==> src/rtl/au_neg_seq.sv <==
// Digit-serial two's-complement negator (z = -a mod 2^WIDTH), DIGIT bits per clock from the LSB.
// Latency N = WIDTH/DIGIT cycles from acceptance to out_valid; result holds while out_ready=0.
// Optional AU_NEG_SEQ_ABS_EN adds abs_mode: non-negative operands pass through unchanged.
module au_neg_seq #(
  parameter int WIDTH = 8,
  parameter int DIGIT = 1
) (
  input  logic             clk,
  input  logic             rst_n,
  input  logic             in_valid,
  output logic             in_ready,
  input  logic [WIDTH-1:0] a,
`ifdef AU_NEG_SEQ_ABS_EN
  input  logic             abs_mode,
`endif
  output logic             out_valid,
  input  logic             out_ready,
  output logic [WIDTH-1:0] z,
  output logic             ovf
);

  localparam int N  = WIDTH / DIGIT;
  localparam int CW = (N > 1) ? $clog2(N) : 1;
  localparam logic [CW-1:0]    LAST     = CW'(N - 1);
  localparam logic [WIDTH-1:0] MOST_NEG = {1'b1, {(WIDTH-1){1'b0}}};

  typedef enum logic [1:0] {IDLE, BUSY, DONE} state_t;

  state_t           state;
  logic [CW-1:0]    cnt;
  logic [WIDTH-1:0] opr;
  logic [WIDTH-1:0] res;
  logic             carry;
  logic             ovf_q;
`ifdef AU_NEG_SEQ_ABS_EN
  logic             pass_q;
`endif

  logic [DIGIT-1:0] a_dig;
  logic [DIGIT-1:0] d;
  logic [DIGIT:0]   sum;
  logic             c_next;
  logic [WIDTH-1:0] res_shift;

  assign a_dig = opr[DIGIT-1:0];

  always_comb begin
    sum    = {1'b0, ~a_dig} + {{DIGIT{1'b0}}, carry};
    d      = sum[DIGIT-1:0];
    c_next = sum[DIGIT];
`ifdef AU_NEG_SEQ_ABS_EN
    // Pass-through digit: equivalent to no inversion and a zero carry chain.
    if (pass_q) begin
      d      = a_dig;
      c_next = 1'b0;
    end
`endif
  end

  // New digits enter from the MSB so the LSB digit lands at bit 0 after N shifts.
  generate
    if (N == 1) begin : g_single
      assign res_shift = d;
    end else begin : g_multi
      assign res_shift = {d, res[WIDTH-1:DIGIT]};
    end
  endgenerate

  always_ff @(posedge clk or negedge rst_n) begin
    if (!rst_n) begin
      state  <= IDLE;
      cnt    <= '0;
      opr    <= '0;
      res    <= '0;
      carry  <= 1'b0;
      ovf_q  <= 1'b0;
`ifdef AU_NEG_SEQ_ABS_EN
      pass_q <= 1'b0;
`endif
    end else begin
      case (state)
        IDLE: begin
          if (in_valid) begin
            opr    <= a;
            carry  <= 1'b1;
            cnt    <= '0;
            ovf_q  <= (a == MOST_NEG);
`ifdef AU_NEG_SEQ_ABS_EN
            pass_q <= abs_mode & ~a[WIDTH-1];
`endif
            state  <= BUSY;
          end
        end
        BUSY: begin
          opr   <= opr >> DIGIT;
          res   <= res_shift;
          carry <= c_next;
          if (cnt == LAST) begin
            cnt   <= '0;
            state <= DONE;
          end else begin
            cnt <= cnt + 1'b1;
          end
        end
        DONE: begin
          if (out_ready) state <= IDLE;
        end
        default: state <= IDLE;
      endcase
    end
  end

  assign in_ready  = (state == IDLE);
  assign out_valid = (state == DONE);
  assign z         = res;
  assign ovf       = ovf_q;

endmodule
==> config.mk <==
export PLATFORM = sky130hd
export DESIGN_NAME = au_neg_seq
export DESIGN_NICKNAME = d
export VERILOG_FILES = /design/src/rtl/au_neg_seq.sv
export SDC_FILE = /design/constraint.sdc
export NUM_CORES = 1
export LEC_CHECK = 0
export ABC_AREA = 1
export ABC_CLOCK_PERIOD_IN_PS = 1620
export CORE_MARGIN = 8
export CORE_UTILIZATION = 37
export CTS_BUF_LIST = sky130_fd_sc_hd__clkbuf_4 sky130_fd_sc_hd__clkbuf_8 sky130_fd_sc_hd__clkbuf_16
export DETAILED_ROUTE_END_ITERATION = 8
export SLEW_MARGIN = 20
export SYNTH_ARGS = -nofsm -noshare
export SYNTH_HDL_FRONTEND = slang
export SYNTH_SLANG_ARGS = --single-unit
==> constraint.sdc <==
create_clock -name clk -period 1.62 [get_ports clk]
set_clock_uncertainty 0.2 [all_clocks]
set_input_delay 0.243 -clock clk [delete_from_list [all_inputs] [get_ports clk]]
set_output_delay 0.243 -clock clk [all_outputs]
set_load 0.02 [all_outputs]
Word-level counts from Yosys, hierarchy flattened
Index checks and enable logic that the tools add are counted.

storage, ports and cells
  bits of input ports = 12
  register bits after elaboration = 23
  word-level logic and storage cells = 32

cells by class
  reduce and logical (&&, ||, !) cells = 5
  bitwise gates (word level) = 1
  add/sub/neg operators = 2
  multiplexer cells = 11
  equal/unequal tests = 7

operator list
  cell                                                             count
  8-bit one-hot mux with 2 select lines                            1
  8-bit == test, second input constant                             1
  8-bit 2-to-1 mux                                                 1
  2-bit 2-to-1 mux                                                 3
  3-bit 2-to-1 mux                                                 2
  2-bit one-hot mux with 3 select lines                            1
  3-bit one-hot mux with 2 select lines                            1
  2-bit != test, second input constant                             2
  2-bit AND reduction                                              2
  3-bit by 1-bit adder with 3-bit output, second input constant    1
  3-bit == test, second input constant                             1
  3-bit AND reduction                                              1
  1-bit by 1-bit adder with 2-bit output                           1
  2-bit by 1-bit == test with 1-bit output, second input constant  1
  2-bit == test, second input constant                             1
  2-bit logical NOT                                                1
  2-bit by 1-bit != test with 1-bit output, second input constant  1
  1-bit one-hot mux with 2 select lines                            1
  2-bit nonzero test                                               1
  1-bit 2-to-1 mux                                                 1
  1-bit inverter                                                   1

Depth between registers and ports, before layout
Gate-level depths: netlist (run 1).

  depth in word-level cells = 3
  gate-level depth with buffers = 6
  gate-level depth less buffers = 6

Worst setup path after synthesis (run 1)
Ideal clock, no wire load.

  path kind = register -> register
  start = reg state[0]
  end = reg ovf_q, in the netlist ovf
  slack = 0.283 ns
  setup time = 0.117 ns
  data required time = 1.303 ns
  stages on the path, launching flop included = 5
  buffers on the path = 0
  data arrival time = 1.020 ns
  period minus slack after synthesis = 1.337 ns
  path through = dfrtp_1 nor2_1 nand2_1 nand2_1 nand2_1

on the way
  cells in the longest elaborated chain, start to end = 2

RTL lines
  item                                  RTL line  text
  start, declared                       29        state_t state;
  start signal, assigned                71        state <= IDLE;
  start signal, assigned                91        state <= BUSY;
  start signal, assigned                100       state <= DONE;
  2-bit logical NOT                     -
  net in_ready                          11        output logic in_ready,
  2-bit AND reduction (no source line)  -
  end signal, assigned                  87        ovf_q <= (a == MOST_NEG);
  end, declared                         34        logic ovf_q;

The timed path passes the listed nets, and every way through them passes these cells.
A chain may end at the register's enable or synchronous reset.

Worst setup path in the final report (run 1)
  start = reg res[7], in the netlist z[7]
  end = out z[7]

RTL lines
  item                    RTL line  text
  start, declared         32        logic [WIDTH-1:0] res;
  start signal, assigned  96        res <= res_shift;
  end, declared           18        output logic [WIDTH-1:0] z,

No word-level cell between the ends.

==> metrics, run 1 <==
layout net count=185; die area=roughly 5100 um2; critical path peak fanout=3; vias in the first global route=between 900 and 1k; cell area after synthesis=about 1100 um2; DR vias=approximately 910; Max IR drop VDD=781 uV; Mapped Avg Cell Area=8.07 um2; final hold vios=0; Max-cap violations=0; number of fill cells in the layout=a little over 300; CP max stage cell=dfrtp_1; most common cell after layout, fill and taps aside=nand2_1; WP buf/inv=1; Power Density=~1700 nW/um2; Synth Instances=140; initial antenna violation count=0; Die X=roughly 71 um; Core Util, Final=between 40% and 50%; Warnings, synthesis=0; Slew Limit Fails=0; post-route minimum period=about 1.5 ns; Setup crit end kind=output port; unrepaired setup endpoints after global routing=false; first-pass GRT wire length=4120 um; outcome=complete, no violations; detailed-router iteration count before antenna repair=4; CTS max path bufs=2; Worst path top cell family by delay=flip-flops; LEAKAGE=around 0.79 nW; Synth Net Count=between 150 and 200; DP HPWL=between 1500 and 2000 um; most frequent cells in the layout=74 x nand2_1, 22 x dfrtp_1, 16 x inv_1, 11 x clkdlybuf4s50_1, 9 x dlygate4sd2_1; Max transition margin=a little over 80%; wire per inst=~11 um; CTS H-Tree Depth=1; ratio of cells with drive above 1 in the final layout=a little over an eighth; DRC=0; root buffer cell=clkbuf_4; Slowest Stage Delay on Critical Path=~0.43 ns; FMAX=0.657 GHz; worst slew pin tran=0.291 ns; Synth-to-Final Area Change=24.3%; clock slew at reported path FFs=0.14 ns; grt ovf=0; post-route ant nets=0; Row Count=20; sequential area share after synthesis=50.9%; total track usage=between 10% and 20%; largest net degree at the start of global routing=24; final cycle utilization of the critical path=93.9%; setup violators final=0; total wire length=roughly 2300 um; Core Region=approximately 3000 um2; diode count=0; synth unique cells=16; drt first-iter violations=48; Worst Path Arrival=~1.1 ns; Buffers on Ports=22; top_reg_cell synth=dfrtp_1; Placer Congestion=around 0.70; crit path kind=flip-flop to output port; worst min-delay path class=input pin to asynchronous set/reset pin; Multi-input gate area=444 um2; Chip Height=71.3 um; CTS Buf Count=3; Tot Pwr=about 2.4 mW; hold buffer count at CTS=0; number of synthesized flops with an enable pin=0; Worst setup SP type=flip-flop; CTS tree=yes; ys async rst share=100%; Ports=23; synthesized flop and latch total=23; worst-skew pair later-pin latency=0.31 ns; Worst EP required=roughly 1.2 ns; clock sinks=23; Via density=4.52; Critical Path, Cell by Cell=dlygate4sd2_1; Starting Density=between 30% and 40%; register area=about 580 um2
cell families (layout without fill, tap and decap cells):
kind of cell,after synthesis,after routing,share of synthesized area [%]
adders and majority gates,3,3,3.32
DFF,23,23,50.9
AOI/OAI and AO/OA,10,10,6.20
and+or+nand+nor,83,83,29.8
buffers and inverters,21,50,9.75
registers in the layout (all words and copies together), names as in the netlist:
name	count
z	8
state	2
carry	1
cnt	3
ovf	1
opr	8
per-layer routing:
layer / track usage, % / part of all wire, % / vias up
met5: 0 / 0 / -
li1: - / - / 476
met4: 1.39 / 0.70 / 0
met3: 3.35 / 3.5 / 2
met1: 10.7 / 44 / 424
met2: 18.8 / 52 / 12
repair_timing:
action,4_1_cts,5_1_grt
resized for setup,18,1
endpoints found under the setup margin,11,2
buffers inserted,0,1
synthesized netlist by cell type, types with 2 or more instances:
cell	instances	share of area [%]
o21ai_0	3	1.3
o21ai_2	4	3.1
inv_1	16	5.3
dfrtp_1	23	51
inv_2	2	0.66
nand2_1	74	25
buf_6	2	2.0
nor2_1	6	2.0
ha_1	3	3.3
power breakdown:
part	leakage, nW	internal, mW	switching, mW
logic	0.485	0.443	0.724
clock network	0.0177	0.0923	0.178
registers	0.289	0.816	0.140
total	0.792	1.35	1.04
final timing paths:
kind,from,end,slack (ns),depth (start not counted)
max,z[7],z[7],0.1,1
min,rst_n,opr[3],0.06,2
max reg2reg,state[1],cnt[0],0.24,4
min reg2reg,opr[6],opr[6],0.29,2
max in group asynchronous,rst_n,state[1],0.91,2
min in group clk,opr[6],opr[6],0.29,2
stage by stage:
step | TNS [ns] | std cells | hold WS, ns | setup slack (ns) | cell area [um2]
final | 0 | 202 | 0.0569 | 0.0981 | 1400
after global routing | 0 | 202 | 0.0729 | 0.0332 | 1400
after CTS | 0 | 201 | 0.0712 | 0.0489 | 1390
after detailed placement | -0.131 | 197 | 0.265 | -0.0807 | 1390
after global placement | -0.0943 | 197 | 0.259 | -0.0648 | 1390
after floorplan | 0 | 140 | -0.253 | 0.283 | 1130
layout make-up:
class,count,share of cell area (%)
flip-flops and latches,23,41.1
multi-input cells,96,31.6
repair buffers,28,17.6
inverters,18,4.81
well taps,33,2.94
clock buffers,3,1.60
clock inverters,1,0.357
(Power assumes the default switching activity.)
==> run 2: changes to the inputs <==
--- a/config.mk
+++ b/config.mk
@@ -8,9 +8,10 @@
 export ABC_AREA = 1
 export ABC_CLOCK_PERIOD_IN_PS = 1620
 export CORE_MARGIN = 8
-export CORE_UTILIZATION = 37
+export CORE_UTILIZATION = 47
 export CTS_BUF_LIST = sky130_fd_sc_hd__clkbuf_4 sky130_fd_sc_hd__clkbuf_8 sky130_fd_sc_hd__clkbuf_16
 export DETAILED_ROUTE_END_ITERATION = 8
+export PLACE_DENSITY_LB_ADDON = 0.1
 export SLEW_MARGIN = 20
 export SYNTH_ARGS = -nofsm -noshare
 export SYNTH_HDL_FRONTEND = slang
==> metrics, run 2 (synthesis gave the netlist of run 1 again) <==
final cycle utilization of the critical path=92.5% (-1.4 points); post-route minimum period=1.50 ns (-0.0229 ns); met2 Usage GRT=22.7% (+4.0 points); grt ovf=0 (unchanged); Power Density=1720 nW/um2 (+1.1%); Die X=65.0 um (-8.7%); Setup crit end kind=output port; Row Count=17 (-15%); DP HPWL=1790 um (+3.0%); drt first-iter violations=41 (-15%); vias in the first global route=996 (+4.4%); CTS Buf Count=3 (unchanged); unrepaired setup endpoints after global routing=false; ratio of cells with drive above 1 in the final layout=12.4% (-0.59 points); most common cell after layout, fill and taps aside=nand2_1; final hold vios=0 (unchanged); layout net count=185 (unchanged); Max transition margin=79.8% (-0.82 points); FMAX=0.667 GHz (+1.5%); initial antenna violation count=0 (unchanged); largest net degree at the start of global routing=24 (unchanged); Starting Density=50.6% (+13 points); Synth-to-Final Area Change=23.4%; first-pass GRT wire length=4230 um (+2.7%); WP buf/inv=1 (unchanged); worst-skew pair later-pin latency=0.31 ns (about the same); CP max stage cell=dfrtp_1; LEAKAGE=0.793 nW (+0.15%); Total Neg Setup Slack=0 ns (unchanged); Tot Pwr=2.40 mW (+0.43%); CTS max path bufs=2 (unchanged); Worst path top cell family by delay=flip-flops; CTS H-Tree Depth=1 (unchanged); Multi-input gate area=444 um2 (unchanged); Chip Height=65.0 um (-8.7%); Via density=4.77 (+5.5%); number of fill cells in the layout=216 (-30%); Slowest Stage Delay on Critical Path=0.41 ns (-0.02 ns); Max-cap violations=0 (unchanged); die area=4230 um2 (-17%); Slew Limit Fails=0 (unchanged); worst slew pin tran=0.303 ns (+0.0124 ns); Critical Path, Cell by Cell=dlygate4sd2_1; wire per inst=12.1 um (+6.2%); hold buffer count at CTS=0 (unchanged); total wire length=2380 um (+3.5%); Worst setup SP type=flip-flop; root buffer cell=clkbuf_4; detailed-router iteration count before antenna repair=4 (unchanged); Ports=23 (unchanged); most frequent cells in the layout=74 x nand2_1, 23 x dfrtp_1, 16 x inv_1, 11 x clkdlybuf4s50_1, 9 x dlygate4sd2_1; post-cts gate resize count=15 (-3); clock sinks=23 (unchanged); DR vias=940 (+2.8%); CTS tree=yes; total track usage=12.2% (+2.2 points); Worst EP required=1.18 ns (about the same); register area=576 um2 (-0.22%); Worst Path Arrival=1.06 ns (-0.02 ns); diode count=0 (unchanged); critical path peak fanout=3 (unchanged); Max IR drop VDD=1100 uV (+41%); busiest grt layer=met2; Placer Congestion=0.741 (+6.6%); # Post-CTS Setup Buffers=0 (unchanged); worst min-delay path class=input pin to asynchronous set/reset pin; crit path kind=flip-flop to output port; outcome=complete, no violations; Buffers on Ports=22 (unchanged); GR Layer Usage met1=13.2% (+2.5 points); met3 GRT Util=2.92% (-0.43 points); setup violators final=0 (unchanged); Core Region=2230 um2 (-25%); post-route ant nets=0 (unchanged); DRC=0 (unchanged); clock slew at reported path FFs=0.13 ns (about the same)
==> run 2: cell counts in the layout (fill, tap and decap cells not counted) <==
Identical to the previous run, type by type.
==> run 2: area by class of cell <==
class,count,area share [%]
multi-input combinational,96,31.9
clock inverter,1,0.359
clock buffer,3,1.62
tap,28,2.51
timing repair buffer,28,17.5
sequential,23,41.3
inverter,18,4.85
==> run 2: metal layers <==
layer	vias to the layer above	share of wire, %
met1	451	42
li1	475	-
met3	2	2.7
met2	12	55
met5	-	0
met4	0	0.67
==> run 2: worst reg2reg max path: cells and delay by family, from the launching register on <==
family | cells | cell delay [ns]
buffers and inverters | 2 | 0.21
flip-flops | 1 | 0.39
AND/OR/NAND/NOR | 5 | 0.52
==> run 2: where the power goes <==
group          switching (mW)  leakage, nW  internal (mW)  total [mW]
Clock                   0.175       0.0177         0.0922       0.267
Combinational           0.747        0.485          0.438        1.19
Sequential              0.135        0.291          0.815       0.950
==> run 2: path summary, 6_finish.rpt <==
path                       startpoint       end  slack, ns  cells past startpoint
max                              z[7]      z[7]       0.12                      1
min                             rst_n    cnt[1]       0.07                      2
max reg2reg                  state[0]    opr[6]       0.24                      7
min reg2reg                    opr[4]    opr[4]       0.30                      2
max in group asynchronous       rst_n    opr[2]       0.92                      2
min in group clk            out_ready  state[1]       0.30                      2
==> run 2: stage by stage <==
stage | cells | setup WS, ns | area (um2) | hold WS, ns | util (%)
4_1_cts | 197 | 0.0146 | 1410 | 0.0678 | 63.0
3_3_place_gp | 193 | 0.0504 | 1390 | 0.261 | 62.1
5_1_grt | 197 | 0.0356 | 1390 | 0.0849 | 62.4
2_1_floorplan | 140 | 0.283 | 1130 | -0.253 | -
6_report | 197 | 0.121 | 1390 | 0.0672 | 62.4
3_5_place_dp | 193 | 0.0243 | 1390 | 0.267 | 62.1
==> run 3: changes to the inputs <==
--- a/config.mk
+++ b/config.mk
@@ -8,7 +8,7 @@
 export ABC_AREA = 1
 export ABC_CLOCK_PERIOD_IN_PS = 1620
 export CORE_MARGIN = 8
-export CORE_UTILIZATION = 47
+export CORE_UTILIZATION = 45
 export CTS_BUF_LIST = sky130_fd_sc_hd__clkbuf_4 sky130_fd_sc_hd__clkbuf_8 sky130_fd_sc_hd__clkbuf_16
 export DETAILED_ROUTE_END_ITERATION = 8
 export PLACE_DENSITY_LB_ADDON = 0.1
==> metrics, run 3 (synthesis gave the netlist of run 1 again) <==
initial antenna violation count=0 (unchanged); vias in the first global route=892 (-10%); reg2reg path depth=5 (-2); die area=4370 um2 (+3.3%); wire per inst=11.7 um (-3.4%); Worst R2R Setup Slack=0.23 ns (about the same); setup violators final=0 (unchanged); Worst setup SP type=flip-flop; outcome=complete, no violations; dpl cells=194 (+0.52%); LEAKAGE=0.786 nW (-0.90%); CTS tree=yes; total wire length=2310 um (-2.9%); Reg-to-Reg End=opr[1]; most common cell after layout, fill and taps aside=nand2_1; diode count=0 (unchanged); Power Density=1710 nW/um2 (-0.76%); Ports=23 (unchanged); final hold slack=0.0761 ns (+0.00893 ns); Buffers on Ports=22 (unchanged); Worst Path Arrival=1.12 ns (+0.06 ns); Chip Height=66.1 um (+1.7%); CTS Buf Count=3 (unchanged); most frequent cells in the layout=74 x nand2_1, 22 x dfrtp_1, 16 x inv_1, 11 x clkdlybuf4s50_1, 9 x dlygate4sd2_1; Max transition margin=80.7% (+0.89 points); layout net count=184 (-0.54%); critical path peak fanout=3 (unchanged); Synth-to-Final Area Change=23.3% (about the same); Setup crit end kind=output port; Placer Congestion=0.741 (unchanged); detailed-router iteration count before antenna repair=4 (unchanged); DRC=0 (unchanged); clock slew at reported path FFs=0.12 ns (about the same); ratio of cells with drive above 1 in the final layout=12.5% (+0.074 points); final cycle utilization of the critical path=96.3% (+3.8 points); Reg2Reg Launch Point=state[0]; DR vias=920 (-2.1%); final std cells w/o fill=198 (+0.51%); worst slew pin tran=0.290 ns (-0.0134 ns); grt ovf=0 (unchanged); crit path kind=flip-flop to output port; drt first-iter violations=63 (+54%); Core Region=2430 um2 (+8.9%); final hold vios=0 (unchanged); root buffer cell=clkbuf_4; CTS H-Tree Depth=1 (unchanged); worst min-delay path class=input pin to asynchronous set/reset pin; Max IR drop VDD=978 uV (-11%); Max-cap violations=0 (unchanged); CTS max path bufs=2 (unchanged); first-pass GRT wire length=3980 um (-5.9%); clock sinks=23 (unchanged); largest net degree at the start of global routing=24 (unchanged); hold buffer count at CTS=0 (unchanged); post-route minimum period=1.56 ns (+0.0614 ns); Via density=4.65 (-2.6%); Starting Density=46.5% (-4.1 points); DP HPWL=1750 um (-2.5%); worst-skew pair later-pin latency=0.31 ns (about the same); Tot Pwr=2.38 mW (-0.84%); FMAX=0.641 GHz (-3.9%); Worst EP required=1.18 ns (about the same); post-route ant nets=0 (unchanged); Die X=66.1 um (+1.7%); unrepaired setup endpoints after global routing=false; total track usage=11.7% (-0.54 points); Row Count=18 (+1); Slew Limit Fails=0 (unchanged)
[run 3: changes by cell type in the layout (fill, tap and decap cells not counted), sizes merged]
| cell | previous run | this run |
|---|---|---|
| buf | 8 | 7 |
[run 3: worst max-delay path: stages, from the launching register on]
cell and delay (ns):
dfrtp_2 0.48, nor2_1 0.15, buf_2 0.19
[run 3: cell type report]
cell class / count / area [um2]
Timing Repair Buffer: 27 / 239
Tap cell: 30 / 37.5
Inverter: 18 / 67.6
Fill cell: 235 / 1040
Sequential cell: 23 / 577
Multi-Input combinational cell: 96 / 444
Clock inverter: 1 / 5.00
Clock buffer: 3 / 22.5
[run 3: metrics by stage]
step	setup slack (ns)	util, %	setup TNS (ns)	area [um2]
after floorplan	0.283	-	0	1130
after global placement	-0.0659	56.8	-0.102	1380
after CTS	0.0233	57.2	0	1390
final	0.0596	57.3	0	1390
after detailed placement	-0.0817	56.8	-0.159	1380
after global routing	0.00110	57.3	0	1390
[run 3: where the power goes]
group	leakage (nW)	total, mW	internal (mW)	switching (mW)
clock	0.0177	0.262	0.0922	0.170
combinational	0.479	1.16	0.432	0.726
sequential	0.289	0.962	0.816	0.146
[run 3: metal layers]
layer | wire length [um] | global-route usage (%)
met4 | 19 | 5.60
met3 | 64 | 2.37
met5 | 0 | 0
met1 | 1060 | 13.3
met2 | 1170 | 20.1
[run 3: worst max-delay path by stage]
stage | end | start | slack [ns] | cells past startpoint
final | in_ready | state[1] | 0.06 | 2
after global routing | in_ready | state[1] | 0.001 | 2
after CTS | in_ready | state[1] | 0.02 | 2
after detailed placement | in_ready | state[1] | -0.08 | 2
after global placement | out_valid | state[1] | -0.07 | 3
after floorplan | ovf | state[0] | 0.28 | 4
[run 3: timing repair]
action,4_1_cts,5_1_grt
buffers inserted,0,0
gates resized for setup,18,1
endpoints found under the setup margin,11,1
